File: config.mk
export PLATFORM = sky130hd
export DESIGN_NAME = freq_meter
export DESIGN_NICKNAME = d
export VERILOG_FILES = /design/src/rtl/freq_meter.sv
export SDC_FILE = /design/constraint.sdc
export NUM_CORES = 1
export LEC_CHECK = 0
export ABC_CLOCK_PERIOD_IN_PS = 3240
export CAP_MARGIN = 5
export CORE_AREA = 4 4 130 132
export DETAILED_ROUTE_END_ITERATION = 8
export DIE_AREA = 0 0 134 136
export SLEW_MARGIN = 40
export SYNTH_ARGS = -nofsm -noshare
export SYNTH_HDL_FRONTEND = slang
export SYNTH_SLANG_ARGS = --single-unit
File: constraint.sdc
create_clock -name clk_in -period 3.24 [get_ports clk_in]
set_input_delay 0.648 -clock clk_in [delete_from_list [all_inputs] [get_ports clk_in]]
set_output_delay 0.648 -clock clk_in [all_outputs]
set_load 0.03 [all_outputs]
File: src/rtl/freq_meter.sv
// Gated edge-counting frequency meter: counts synchronized rising edges of sig_in per GATE_CYCLES window.
// Optional macro FREQ_METER_PERIOD_EN adds an edge-to-edge period measurement.
module freq_meter #(
  parameter int GATE_CYCLES = 50_000_000,
  parameter int COUNT_W     = 32,
  parameter int SYNC_STAGES = 2
) (
  input  logic               clk_in,
  input  logic               reset_n,
  input  logic               sig_in,
  input  logic               enable,
  output logic [COUNT_W-1:0] freq_count,
  output logic               count_valid,
  output logic               overflow,
`ifdef FREQ_METER_PERIOD_EN
  output logic [COUNT_W-1:0] period_cnt,
  output logic               period_valid,
`endif
  output logic               busy
);

  localparam int GW = (GATE_CYCLES > 2) ? $clog2(GATE_CYCLES) : 1;
  localparam int AW = $clog2(SYNC_STAGES + 1);
  localparam logic [GW-1:0] GATE_LAST = GW'(GATE_CYCLES - 1);
  localparam logic [AW-1:0] ARM_LAST  = AW'(SYNC_STAGES);

  typedef enum logic [1:0] {S_IDLE, S_ARM, S_MEASURE} state_t;

  state_t             r_state;
  logic [SYNC_STAGES-1:0] r_sync;
  logic               r_sync_d;
  logic [GW-1:0]      r_gate_cnt;
  logic [AW-1:0]      r_arm_cnt;
  logic [COUNT_W-1:0] r_edge_cnt;
  logic               r_sat;
  logic [COUNT_W-1:0] r_freq_count;
  logic               r_count_valid;
  logic               r_overflow;
  logic               r_busy;

  logic               w_edge;
  logic               w_cnt_max;
  logic [COUNT_W-1:0] w_cnt_next;
  logic               w_sat_next;

  // Synchronizer chain; runs in every state so the detector is primed before MEASURE.
  generate
    for (genvar gi = 0; gi < SYNC_STAGES; gi++) begin : g_sync
      always_ff @(posedge clk_in or negedge reset_n) begin
        if (!reset_n)
          r_sync[gi] <= 1'b0;
        else if (gi == 0)
          r_sync[gi] <= sig_in;
        else
          r_sync[gi] <= r_sync[(gi == 0) ? 0 : gi-1];
      end
    end
  endgenerate

  always_ff @(posedge clk_in or negedge reset_n) begin
    if (!reset_n)
      r_sync_d <= 1'b0;
    else
      r_sync_d <= r_sync[SYNC_STAGES-1];
  end

  assign w_edge     = r_sync[SYNC_STAGES-1] & ~r_sync_d;
  assign w_cnt_max  = &r_edge_cnt;
  assign w_cnt_next = r_edge_cnt + COUNT_W'(w_edge & ~w_cnt_max);
  assign w_sat_next = r_sat | (w_edge & w_cnt_max);

  always_ff @(posedge clk_in or negedge reset_n) begin
    if (!reset_n) begin
      r_state       <= S_IDLE;
      r_gate_cnt    <= '0;
      r_arm_cnt     <= '0;
      r_edge_cnt    <= '0;
      r_sat         <= 1'b0;
      r_freq_count  <= '0;
      r_count_valid <= 1'b0;
      r_overflow    <= 1'b0;
      r_busy        <= 1'b0;
    end else begin
      r_count_valid <= 1'b0;
      case (r_state)
        S_IDLE: begin
          r_gate_cnt <= '0;
          r_arm_cnt  <= '0;
          r_edge_cnt <= '0;
          r_sat      <= 1'b0;
          if (enable) begin
            r_state <= S_ARM;
            r_busy  <= 1'b1;
          end
        end
        S_ARM: begin
          if (!enable) begin
            r_state <= S_IDLE;
            r_busy  <= 1'b0;
          end else if (r_arm_cnt == ARM_LAST) begin
            r_state    <= S_MEASURE;
            r_gate_cnt <= '0;
            r_edge_cnt <= '0;
            r_sat      <= 1'b0;
          end else begin
            r_arm_cnt <= r_arm_cnt + 1'b1;
          end
        end
        S_MEASURE: begin
          if (!enable) begin
            r_state    <= S_IDLE;
            r_busy     <= 1'b0;
            r_gate_cnt <= '0;
            r_edge_cnt <= '0;
            r_sat      <= 1'b0;
          end else if (r_gate_cnt == GATE_LAST) begin
            // Terminal cycle's own edge is folded in; next window starts with no gap.
            r_freq_count  <= w_cnt_next;
            r_overflow    <= w_sat_next;
            r_count_valid <= 1'b1;
            r_gate_cnt    <= '0;
            r_edge_cnt    <= '0;
            r_sat         <= 1'b0;
          end else begin
            r_gate_cnt <= r_gate_cnt + 1'b1;
            r_edge_cnt <= w_cnt_next;
            r_sat      <= w_sat_next;
          end
        end
        default: begin
          r_state <= S_IDLE;
          r_busy  <= 1'b0;
        end
      endcase
    end
  end

  assign freq_count  = r_freq_count;
  assign count_valid = r_count_valid;
  assign overflow    = r_overflow;
  assign busy        = r_busy;

`ifdef FREQ_METER_PERIOD_EN
  logic [COUNT_W-1:0] r_period_run;
  logic [COUNT_W-1:0] r_period_cnt;
  logic               r_period_valid;
  logic               r_have_edge;
  logic               w_meas;
  logic               w_run_max;

  assign w_meas    = (r_state == S_MEASURE) && enable;
  assign w_run_max = &r_period_run;

  // Running counter holds cycles-since-last-edge minus one; the published value adds the edge cycle.
  always_ff @(posedge clk_in or negedge reset_n) begin
    if (!reset_n) begin
      r_period_run   <= '0;
      r_period_cnt   <= '0;
      r_period_valid <= 1'b0;
      r_have_edge    <= 1'b0;
    end else begin
      r_period_valid <= 1'b0;
      if (r_state != S_MEASURE) begin
        r_have_edge  <= 1'b0;
        r_period_run <= '0;
      end else if (w_meas) begin
        if (w_edge) begin
          r_period_run <= '0;
          r_have_edge  <= 1'b1;
          if (r_have_edge) begin
            r_period_cnt   <= w_run_max ? r_period_run : r_period_run + 1'b1;
            r_period_valid <= 1'b1;
          end
        end else if (!w_run_max) begin
          r_period_run <= r_period_run + 1'b1;
        end
      end
    end
  end

  assign period_cnt   = r_period_cnt;
  assign period_valid = r_period_valid;
`endif

endmodule

==> impl_metrics.yaml, run 1 <==
layout:
  diodes: 0
  layout-drive-gt1-share: 0.118
  instances_no_fill: 801
  fill_cells: 1564
  area_growth_pct: 15.3
  layout.nets: 591
place:
  hpwlAfterDp_um: 7970
  dpl.cell_count: 785
  port_buffers: 38
  globalplace.congestion: 0.833
yosys:
  syn_inst: 561
  async_reset_ff_frac: 1.00
  ys_types: 51
  syn-num-nets: 572
  ys.flop_type: "dfrtp_1"
  synth_enable_flop_cells: 0
  ys_warn_count: 0
  synth_seq_area_share: 0.468
  syn_area_per_cell_um2: 9.63
  synth_seq_cells: 101
  synth_area_um2: 5400
grt:
  grt_max_degree: 63
  grt_overflow_total: 0
  antenna_found_initial: 0
  grt_pass1_wl_um: 19800
  grt_pass1_vias: 4012
  track_usage: 0.132
die:
  coreArea_um2: 15700
  die_w_um: 134
  rows: 46
  io_pins: 39
  start_util: 0.344
  dieArea_um2: 18200
  die_h_um: 136
run:
  cap_violations: 0
clocking:
  cts_sinks: 101
  ctsResizeCount: 0
  cts_buffers: 9
  postCtsSetupRepairBufs: 0
  cts_root_buffer: "clkbuf_16"
  htree_levels: 3
  clk_pin_slew_ns: 0.07
  cts_hold_buf: 0
  cts_buffer_depth: 2
  clk_latency_ns: 0.35
  cts_tree: "done"
routing:
  wl_um: 11500
  routedWlPerCell_um: 14.3
  drc: 0
  routed_via_density: 5.11
  ant_nets: 0
  firstDrtPassIters: 4
  drt_iter0_drc: 224
  vias: 4090
power_and_ir_drop:
  power_density_nw_per_um2: 466
  p_clk_frac: 0.367
  p_seq_frac: 0.453
  netSwitchingPower_w: 0.000877
  p_leak_nw: 2.45
  p_int_w: 0.00202
  p_comb_frac: 0.180
  swShare: 0.302
  irDropWorstVdd_mv: 0.300
timing:
  hold_viol: 0
  skew_ns: 0.00905
  finalSetupTns_ns: 0
  finalCritPeriodShare: 0.928
  fmax_ghz: 0.333
  slew_headroom: 0.487
  rsz0062_at_grt: "no"
  fin_crit_ns: 3.01
  worst_pin_slew_ns: 0.766
  drv_slew: 0
  setup_viol: 0
  hold_slack_ns: 0.327
hold_path:
  hp-class: "primary input to async pin"
setup_path:
  endpoint_kind: "register"
  ff2ff_path_depth: 11
  regToRegStartpoint: "r_edge_cnt[15]$_DFFE_PN0P_"
  crit_fanout: 10
  cpPeakStageDelay_ns: 0.58
  worst-path-buf-inv: 0
  path_cells: "nand3_2 > or4_4 > nor2_1 > a21oi_1 > ha_1 > ha_1 > and2_1 > and3_1 > nand3_1 > xor2_1 > a21oi_2"
  r2r_end: "freq_count[30]$_DFFE_PN0P_"
  cp-start-kind: "register"
  slowest_stage: "or4_4"
  crit_arrival_ns: 3.23
  critical-path-top-delay-family: "simple AND/OR/NAND/NOR gates"
  crit_top_cell: "ha_1"
  crit_required_ns: 3.46
  critPathKind: "register to register"
  r2r_slack_ns: 0.23
status:
  outcome: "finished clean"
==> worst reg2reg max path: cells and delay by family, from the launching register on <==
| kind | cells | cell delay, ns |
|---|---|---|
| AND/OR/NAND/NOR | 6 | 1.58 |
| flip-flops | 1 | 0.50 |
| adder cells (fa/ha/maj) | 2 | 0.46 |
| XOR/XNOR | 1 | 0.19 |
| AO/OA/AOI/OAI | 2 | 0.16 |
==> flip-flops by register name (all words and copies together), names as in the netlist <==
name	cells
busy	1
count_valid	1
freq_count	32
overflow	1
r_arm_cnt	2
r_edge_cnt	32
r_gate_cnt	26
r_sat	1
r_state	2
r_sync	2
r_sync_d	1
==> kinds of logic (layout without fill, tap and decap cells) <==
logic type	count (synthesis)	count (layout)	synth area share
AND/OR/NAND/NOR	230	230	0.227
AO/OA/AOI/OAI	115	115	0.146
flip-flops	101	101	0.468
multiplexers	5	5	0.00973
adder cells (fa/ha/maj)	7	7	0.0162
buffers and inverters	50	74	0.0468
XOR/XNOR	53	53	0.0860
==> layout by cell type, fill, tap and decap left out, types with 4 or more instances in the layout <==
cell / instances
dfrtp_1: 101
nor2_1: 66
nand2_1: 44
clkdlybuf4s50_1: 37
xnor2_1: 33
a21oi_1: 29
a21oi_2: 27
a31oi_1: 26
nand3_1: 22
xor2_1: 20
and3_1: 16
nand4_1: 15
nor3_1: 15
nand2b_1: 14
inv_1: 12
clkbuf_16: 9
a41oi_1: 8
and4_1: 7
o21ai_0: 7
ha_1: 7
buf_4: 6
nor4_1: 5
and2_1: 4
==> power groups by stage <==
stage | combinational (W) | clock, W | sequential (W)
6_report | 0.000521 | 0.00107 | 0.00132
5_1_grt | 0.000589 | 0.00115 | 0.00132
4_1_cts | 0.000530 | 0.00111 | 0.00132
3_5_place_dp | 0.000528 | 0 | 0.00134
3_3_place_gp | 0.000512 | 0 | 0.00134
2_1_floorplan | 0.000351 | 0 | 0.00135
==> synth_stat cells, drive strengths merged, types with 3 or more instances <==
| cell | n | area [um2] |
|---|---|---|
| dfrtp | 101 | 2530 |
| nor2 | 67 | 251 |
| a21oi | 57 | 390 |
| nand2 | 44 | 165 |
| xnor2 | 33 | 289 |
| a31oi | 26 | 163 |
| nand3 | 24 | 130 |
| buf | 22 | 141 |
| xor2 | 20 | 175 |
| and3 | 16 | 100 |
| nand4 | 16 | 106 |
| nor3 | 16 | 85.1 |
| clkbuf | 15 | 57.6 |
| nand2b | 14 | 87.6 |
| inv | 12 | 45.0 |
| nor4 | 9 | 90.1 |
| o21ai | 9 | 45.0 |
| a41oi | 8 | 70.1 |
| and4 | 7 | 61.3 |
| ha | 7 | 87.6 |
| and2 | 4 | 25.0 |
| nor4b | 4 | 47.6 |
| or4 | 4 | 37.5 |
| a22o | 3 | 26.3 |
| mux2i | 3 | 30.0 |
==> routing by layer <==
layer / vias up / share of wire / wire length [um] / global-route usage
met5: - / 0 / 0 / 0
li1: 2025 / - / - / -
met1: 1972 / 0.44 / 5040 / 0.160
met4: 0 / 0.017 / 198 / 0.0520
met3: 18 / 0.031 / 355 / 0.0311
met2: 75 / 0.51 / 5900 / 0.229
==> worst max path at each step <==
stage / start / end / slack [ns] / cells past startpoint
4_1_cts: r_edge_cnt[15]$_DFFE_PN0P_ / freq_count[30]$_DFFE_PN0P_ / 0.24 / 11
2_1_floorplan: r_edge_cnt[15]$_DFFE_PN0P_ / freq_count[30]$_DFFE_PN0P_ / 0.40 / 13
3_3_place_gp: r_edge_cnt[15]$_DFFE_PN0P_ / freq_count[30]$_DFFE_PN0P_ / 0.31 / 11
5_1_grt: r_edge_cnt[15]$_DFFE_PN0P_ / freq_count[30]$_DFFE_PN0P_ / 0.01 / 11
6_report: r_edge_cnt[15]$_DFFE_PN0P_ / freq_count[30]$_DFFE_PN0P_ / 0.23 / 11
3_5_place_dp: r_edge_cnt[15]$_DFFE_PN0P_ / freq_count[30]$_DFFE_PN0P_ / 0.24 / 11
==> through the flow <==
step | utilization | area (um2) | power (W) | setup WS, ns
6_report | 0.396 | 6230 | 0.00290 | 0.233
5_1_grt | 0.396 | 6230 | 0.00306 | 0.0144
3_3_place_gp | 0.378 | 5930 | 0.00185 | 0.314
4_1_cts | 0.396 | 6230 | 0.00295 | 0.241
3_5_place_dp | 0.378 | 5940 | 0.00187 | 0.239
2_1_floorplan | - | 5400 | 0.00170 | 0.402
==> area by class of cell <==
class                           instances  area (um2)  area share
Clock inverter                          2        16.3     0.00261
Inverter                               13        53.8     0.00864
Timing Repair Buffer                   45         455      0.0731
Sequential cell                       101        2530       0.406
Tap cell                              216         270      0.0434
Clock buffer                           14         274      0.0440
Multi-Input combinational cell        410        2630       0.422
Power figures use the tool's default switching activity.
==> run 2, diff against run 1 <==
--- a/config.mk
+++ b/config.mk
@@ -5,11 +5,12 @@
 export SDC_FILE = /design/constraint.sdc
 export NUM_CORES = 1
 export LEC_CHECK = 0
+export ABC_AREA = 1
 export ABC_CLOCK_PERIOD_IN_PS = 3240
 export CAP_MARGIN = 5
-export CORE_AREA = 4 4 130 132
+export CORE_AREA = 4 4 131 133
 export DETAILED_ROUTE_END_ITERATION = 8
-export DIE_AREA = 0 0 134 136
+export DIE_AREA = 0 0 135 137
 export SLEW_MARGIN = 40
 export SYNTH_ARGS = -nofsm -noshare
 export SYNTH_HDL_FRONTEND = slang
==> impl_metrics.yaml, run 2 <==
timing:
  fin_crit_ns: 2.51
  worst_pin_slew_ns: 0.623
  drv_slew: 0
  skew_ns: 0.0133
  hold_slack_ns: 0.241
  fmax_ghz: 0.399
  finalCritPeriodShare: 0.774
  rsz0062_at_grt: "no"
  slew_headroom: 0.585
  finalSetupTns_ns: 0
  setup_viol: 0
  hold_viol: 0
grt:
  grt_overflow_total: 0
  grt_pass1_wl_um: 21200
  antenna_found_initial: 0
  track_usage: 0.144
  grt_pass1_vias: 4339
  grt_max_degree: 68
setup_path:
  r2r_slack_ns: 0.73
  cp_num_cells: 15
  ff2ff_path_depth: 15
  crit_fanout: 5
  slowest_stage: "dfrtp_1"
  worst-path-buf-inv: 0
  path_cells: "nand2_1 > nor2_1 > nand2_1 > nor2_1 > a21boi_0 > ha_1 > nand2_1 > nor2_1 > nand2_1 > nor2_2 > nand2_1 > nand2_1 > nand2_1 > nand2_1 > nand2_1"
  cpPeakStageDelay_ns: 0.42
  regToRegStartpoint: "r_edge_cnt[8]$_DFFE_PN0P_"
  cp-start-kind: "register"
  crit_required_ns: 3.49
  critical-path-top-delay-family: "simple AND/OR/NAND/NOR gates"
  r2r_end: "freq_count[23]$_DFFE_PN0P_"
  endpoint_kind: "register"
  crit_top_cell: "nand2_1"
  critPathKind: "register to register"
  crit_arrival_ns: 2.76
status:
  outcome: "finished clean"
clocking:
  cts_tree: "done"
  clk_latency_ns: 0.36
  cts_buffer_depth: 2
  ctsResizeCount: 0
  cts_hold_buf: 0
  cts_root_buffer: "clkbuf_16"
  clk_pin_slew_ns: 0.07
  cts_sinks: 101
  htree_levels: 3
  cts_buffers: 9
  postCtsSetupRepairBufs: 0
yosys:
  ys.flop_type: "dfrtp_1"
  ys_warn_count: 0
  synth_commonest_cells: "nand2_1, nor2_1, dfrtp_1, inv_1, o21ai_0"
  syn_inst: 749
  async_reset_ff_frac: 1.00
  syn-num-nets: 760
  synth_most_common_cell: "nand2_1"
  ys_types: 37
  synth_enable_flop_cells: 0
  synthTopCellsByArea: "dfrtp_1, nand2_1, nor2_1"
  synth_seq_cells: 101
  synth_seq_area_share: 0.459
  syn_area_per_cell_um2: 7.36
  synth_area_um2: 5510
  yosysTopAreaCellShare: 0.459
  yosysTopAreaCell: "dfrtp_1"
power_and_ir_drop:
  power_density_nw_per_um2: 461
  irDropWorstVdd_mv: 0.287
  p_leak_nw: 2.85
die:
  dieArea_um2: 18500
  die_h_um: 137
  rows: 46
  start_util: 0.348
  io_pins: 39
  coreArea_um2: 15800
  die_w_um: 135
routing:
  vias: 4536
  wl_um: 12500
  drc: 0
  ant_nets: 0
  firstDrtPassIters: 4
  routedWlPerCell_um: 12.4
  routed_via_density: 4.50
  drt_iter0_drc: 316
layout:
  instances_no_fill: 1008
  layout.nets: 798
  area_growth_pct: 15.8
  layout-drive-gt1-share: 0.0606
  finalInstanceArea_um2: 6380
  layout_commonest_cell: "nand2_1"
  layout_common_cells: "nand2_1, nor2_1, dfrtp_1, inv_1, clkdlybuf4s50_1"
  diodes: 0
place:
  globalplace.congestion: 0.903
  hpwlAfterDp_um: 9220
  port_buffers: 38
  place_area_um2: 6080
  dpl.cell_count: 992
hold_path:
  hp-class: "primary input to async pin"
run:
  cap_violations: 0
run 2: routing by layer:
metal	vias to the layer above	wire, um	global-route usage
met2	62	5560	0.223
met1	2043	6150	0.193
li1	2406	-	-
met5	-	0	0
met3	25	424	0.0316
met4	0	365	0.0655
run 2: area by class of cell:
| class | count | area (um2) |
|---|---|---|
| clock buffers | 11 | 243 |
| clock inverters | 5 | 60.1 |
| fillers | 1643 | 9450 |
| inverters | 65 | 254 |
| multi-input cells | 568 | 2610 |
| flip-flops and latches | 101 | 2530 |
| well taps | 216 | 270 |
| repair buffers | 42 | 420 |
run 2: worst max-delay path by stage:
stage,startpoint,to
after floorplan,r_edge_cnt[2]$_DFFE_PN0P_,r_edge_cnt[16]$_DFFE_PN0P_
after global placement,enable,r_gate_cnt[22]$_DFFE_PN0P_
after detailed placement,enable,r_gate_cnt[18]$_DFFE_PN0P_
after CTS,r_edge_cnt[8]$_DFFE_PN0P_,r_edge_cnt[15]$_DFFE_PN0P_
after global routing,r_edge_cnt[8]$_DFFE_PN0P_,r_edge_cnt[13]$_DFFE_PN0P_
final,r_edge_cnt[8]$_DFFE_PN0P_,freq_count[23]$_DFFE_PN0P_
run 2: logic make-up (layout without fill, tap and decap cells):
logic type / count (synthesis) / count (layout) / synth area share
buffers and inverters: 80 / 123 / 0.0686
adder cells (fa/ha/maj): 7 / 7 / 0.0159
flip-flops: 101 / 101 / 0.459
XOR/XNOR: 21 / 21 / 0.0334
AND/OR/NAND/NOR: 481 / 481 / 0.361
AO/OA/AOI/OAI: 59 / 59 / 0.0622
run 2: stage by stage:
stage          power, W  utilization  setup WS (ns)
6_report        0.00294        0.403          0.732
5_1_grt         0.00312        0.403          0.440
4_1_cts         0.00300        0.403          0.699
3_5_place_dp    0.00189        0.384          0.668
3_3_place_gp    0.00188        0.384          0.696
2_1_floorplan   0.00173            -           1.21
run 2: worst reg2reg max path, stage by stage, from the launching register on:
cell and delay [ns]:
dfrtp_1 0.42, nand2_1 0.13, nor2_1 0.08, nand2_1 0.11
nor2_1 0.08, a21boi_0 0.21, ha_1 0.21, nand2_1 0.09
nor2_1 0.23, nand2_1 0.16, nor2_2 0.33, nand2_1 0.09
nand2_1 0.07, nand2_1 0.07, nand2_1 0.07, nand2_1 0.05
run 2: report_power, final:
part | switching [W] | internal, W | leakage (nW)
Combinational | 0.000406 | 0.000132 | 1.31
Clock | 0.000483 | 0.000622 | 0.146
Sequential | 0.0000122 | 0.00129 | 1.40
Total | 0.000901 | 0.00204 | 2.85
==> run 3, diff against run 2 <==
--- a/config.mk
+++ b/config.mk
@@ -6,7 +6,7 @@
 export NUM_CORES = 1
 export LEC_CHECK = 0
 export ABC_AREA = 1
-export ABC_CLOCK_PERIOD_IN_PS = 3240
+export ABC_CLOCK_PERIOD_IN_PS = 2050
 export CAP_MARGIN = 5
 export CORE_AREA = 4 4 131 133
 export DETAILED_ROUTE_END_ITERATION = 8
==> constraint.sdc (replaced) <==
create_clock -name clk_in -period 2.05 [get_ports clk_in]
set_input_delay 0.41 -clock clk_in [delete_from_list [all_inputs] [get_ports clk_in]]
set_output_delay 0.41 -clock clk_in [all_outputs]
set_load 0.03 [all_outputs]
==> impl_metrics.yaml, run 3 (synthesis gave the netlist of run 2 again) <==
status:
  outcome: "finished with violations"
  violations: "hold timing, setup timing"
layout:
  layout.nets: 890
  finalInstanceArea_um2: 7650
  layout_commonest_cell: "nand2_1"
  area_growth_pct: 38.8
  diodes: 0
  layout_common_cells: "nand2_1, dfrtp_1, nor2_1, buf_4, inv_1"
  layout-drive-gt1-share: 0.255
die:
  die_h_um: 137
  rows: 46
  io_pins: 39
  dieArea_um2: 18500
  start_util: 0.348
  die_w_um: 135
  coreArea_um2: 15800
routing:
  drt_iter0_drc: 293
  ant_nets: 0
  routedWlPerCell_um: 13.0
  routed_via_density: 4.57
  drc: 0
  firstDrtPassIters: 5
  wl_um: 14300
  vias: 5021
grt:
  grt_pass1_wl_um: 23900
  grt_pass1_vias: 4929
  grt_overflow_total: 0
  grt_max_degree: 39
  antenna_found_initial: 0
  track_usage: 0.162
timing:
  finalCritPeriodShare: 1.04
  skew_ns: 0.00656
  rsz0062_at_grt: "yes"
  hold_viol: 9
  setup_viol: 21
  fmax_ghz: 0.468
  worst_pin_slew_ns: 0.434
  drv_slew: 0
  slew_headroom: 0.711
  finalSetupTns_ns: -0.651
  hold_slack_ns: -0.00627
  setup_slack_ns: -0.0873
  fin_crit_ns: 2.14
place:
  dp_slack_ns: -0.253
  place_area_um2: 6640
  globalplace.congestion: 0.871
  port_buffers: 38
  hpwlAfterDp_um: 10100
clocking:
  cts_sinks: 101
  clk_latency_ns: 0.35
  htree_levels: 3
  cts_hold_buf: 0
  cts_buffers: 9
  clk_pin_slew_ns: 0.07
  cts_root_buffer: "clkbuf_16"
  cts_buffer_depth: 2
  cts_tree: "done"
setup_path:
  crit_required_ns: 2.29
  crit_fanout: 4
  endpoint_kind: "register"
  r2r_slack_ns: -0.09
  crit_arrival_ns: 2.37
  crit_start: "r_edge_cnt[17]$_DFFE_PN0P_"
  critPathKind: "register to register"
  regToRegStartpoint: "r_edge_cnt[17]$_DFFE_PN0P_"
  cp-start-kind: "register"
power_and_ir_drop:
  power_density_nw_per_um2: 646
  p_leak_nw: 3.46
  p_clk_frac: 0.381
  irDropWorstVdd_mv: 0.652
  p_seq_frac: 0.416
  netSwitchingPower_w: 0.00146
  p_int_w: 0.00349
  p_comb_frac: 0.203
  swShare: 0.294
hold_path:
  hp-class: "primary input to async pin"
run:
  cap_violations: 0
## run 3: changes by cell type in the layout (fill, tap and decap cells not counted), moves of 5 or more
cell     before  now
inv_2         2    7
buf_12        1    6
nor2_1      103   87
inv_1        61   52
nand2_1     310  270
xor2_2        0    6
nand2_2       5   41
nor2_4        3   15
buf_4         4   80
xor2_1       17    7
o21ai_0      28   18
buf_6         0   11
o21ai_1      14   20
## run 3: layer usage
metal  vias to the layer above  track usage  routed length [um]
li1                       2589            -                   -
met1                      2334        0.216                6630
met2                        83        0.268                6960
met3                        15       0.0357                 527
met4                         0       0.0459                 221
met5                         -            0                   0
## run 3: metrics by stage
stage | instances | util | total power, W | hold WS (ns)
3_3_place_gp | 1059 | 0.420 | 0.00312 | 0.334
3_5_place_dp | 1059 | 0.420 | 0.00311 | 0.343
2_1_floorplan | 749 | - | 0.00274 | 0.114
5_1_grt | 1099 | 0.483 | 0.00520 | 0.0141
4_1_cts | 1087 | 0.457 | 0.00502 | 0.00846
6_report | 1099 | 0.483 | 0.00494 | -0.00627
## run 3: final cells by class
| cell class | instances | area [um2] |
|---|---|---|
| clock inverter | 3 | 68.8 |
| multi-input combinational | 568 | 3040 |
| timing repair buffer | 134 | 1210 |
| clock buffer | 12 | 256 |
| inverter | 65 | 269 |
| tap | 216 | 270 |
| fill | 1512 | 8180 |
| sequential | 101 | 2530 |
## run 3: power groups by stage
stage | clock (W) | combinational (W) | sequential (W)
finish | 0.00188 | 0.00100 | 0.00206
global route | 0.00202 | 0.00112 | 0.00206
CTS | 0.00194 | 0.00102 | 0.00206
detailed placement | 0 | 0.00102 | 0.00210
global placement | 0 | 0.00102 | 0.00209
floorplan | 0 | 0.000629 | 0.00211
## run 3: path summary, 6_finish.rpt
path                                              endpoint  depth (start not counted)
worst max-delay path            freq_count[16]$_DFFE_PN0P_                         14
worst min-delay path             freq_count[5]$_DFFE_PN0P_                          1
worst max register to register  freq_count[16]$_DFFE_PN0P_                         14
worst min register to register         r_sync[1]$_DFF_PN0_                          0
max in group asynchronous           r_state[0]$_DFFE_PN0P_                          2
min in group clk_in                    r_sync[1]$_DFF_PN0_                          0
## run 3: worst max-delay path: stages (launching register included)
cell      delay (ns)
dfrtp_1         0.40
nand2_2         0.13
nor2_4          0.05
nand2_2         0.08
nor2_4          0.05
a21boi_2        0.16
ha_4            0.17
ha_4            0.13
inv_2           0.04
nor2_4          0.19
buf_6           0.16
nand2_8         0.08
nor2_4          0.11
xor2_2          0.19
o21ai_1         0.08
## run 3: timing repair
action                     in CTS  in global routing
buffers inserted               13                 12
setup endpoints to repair      52                 55
gates resized for setup        50                 89
pin swaps                      28                 63
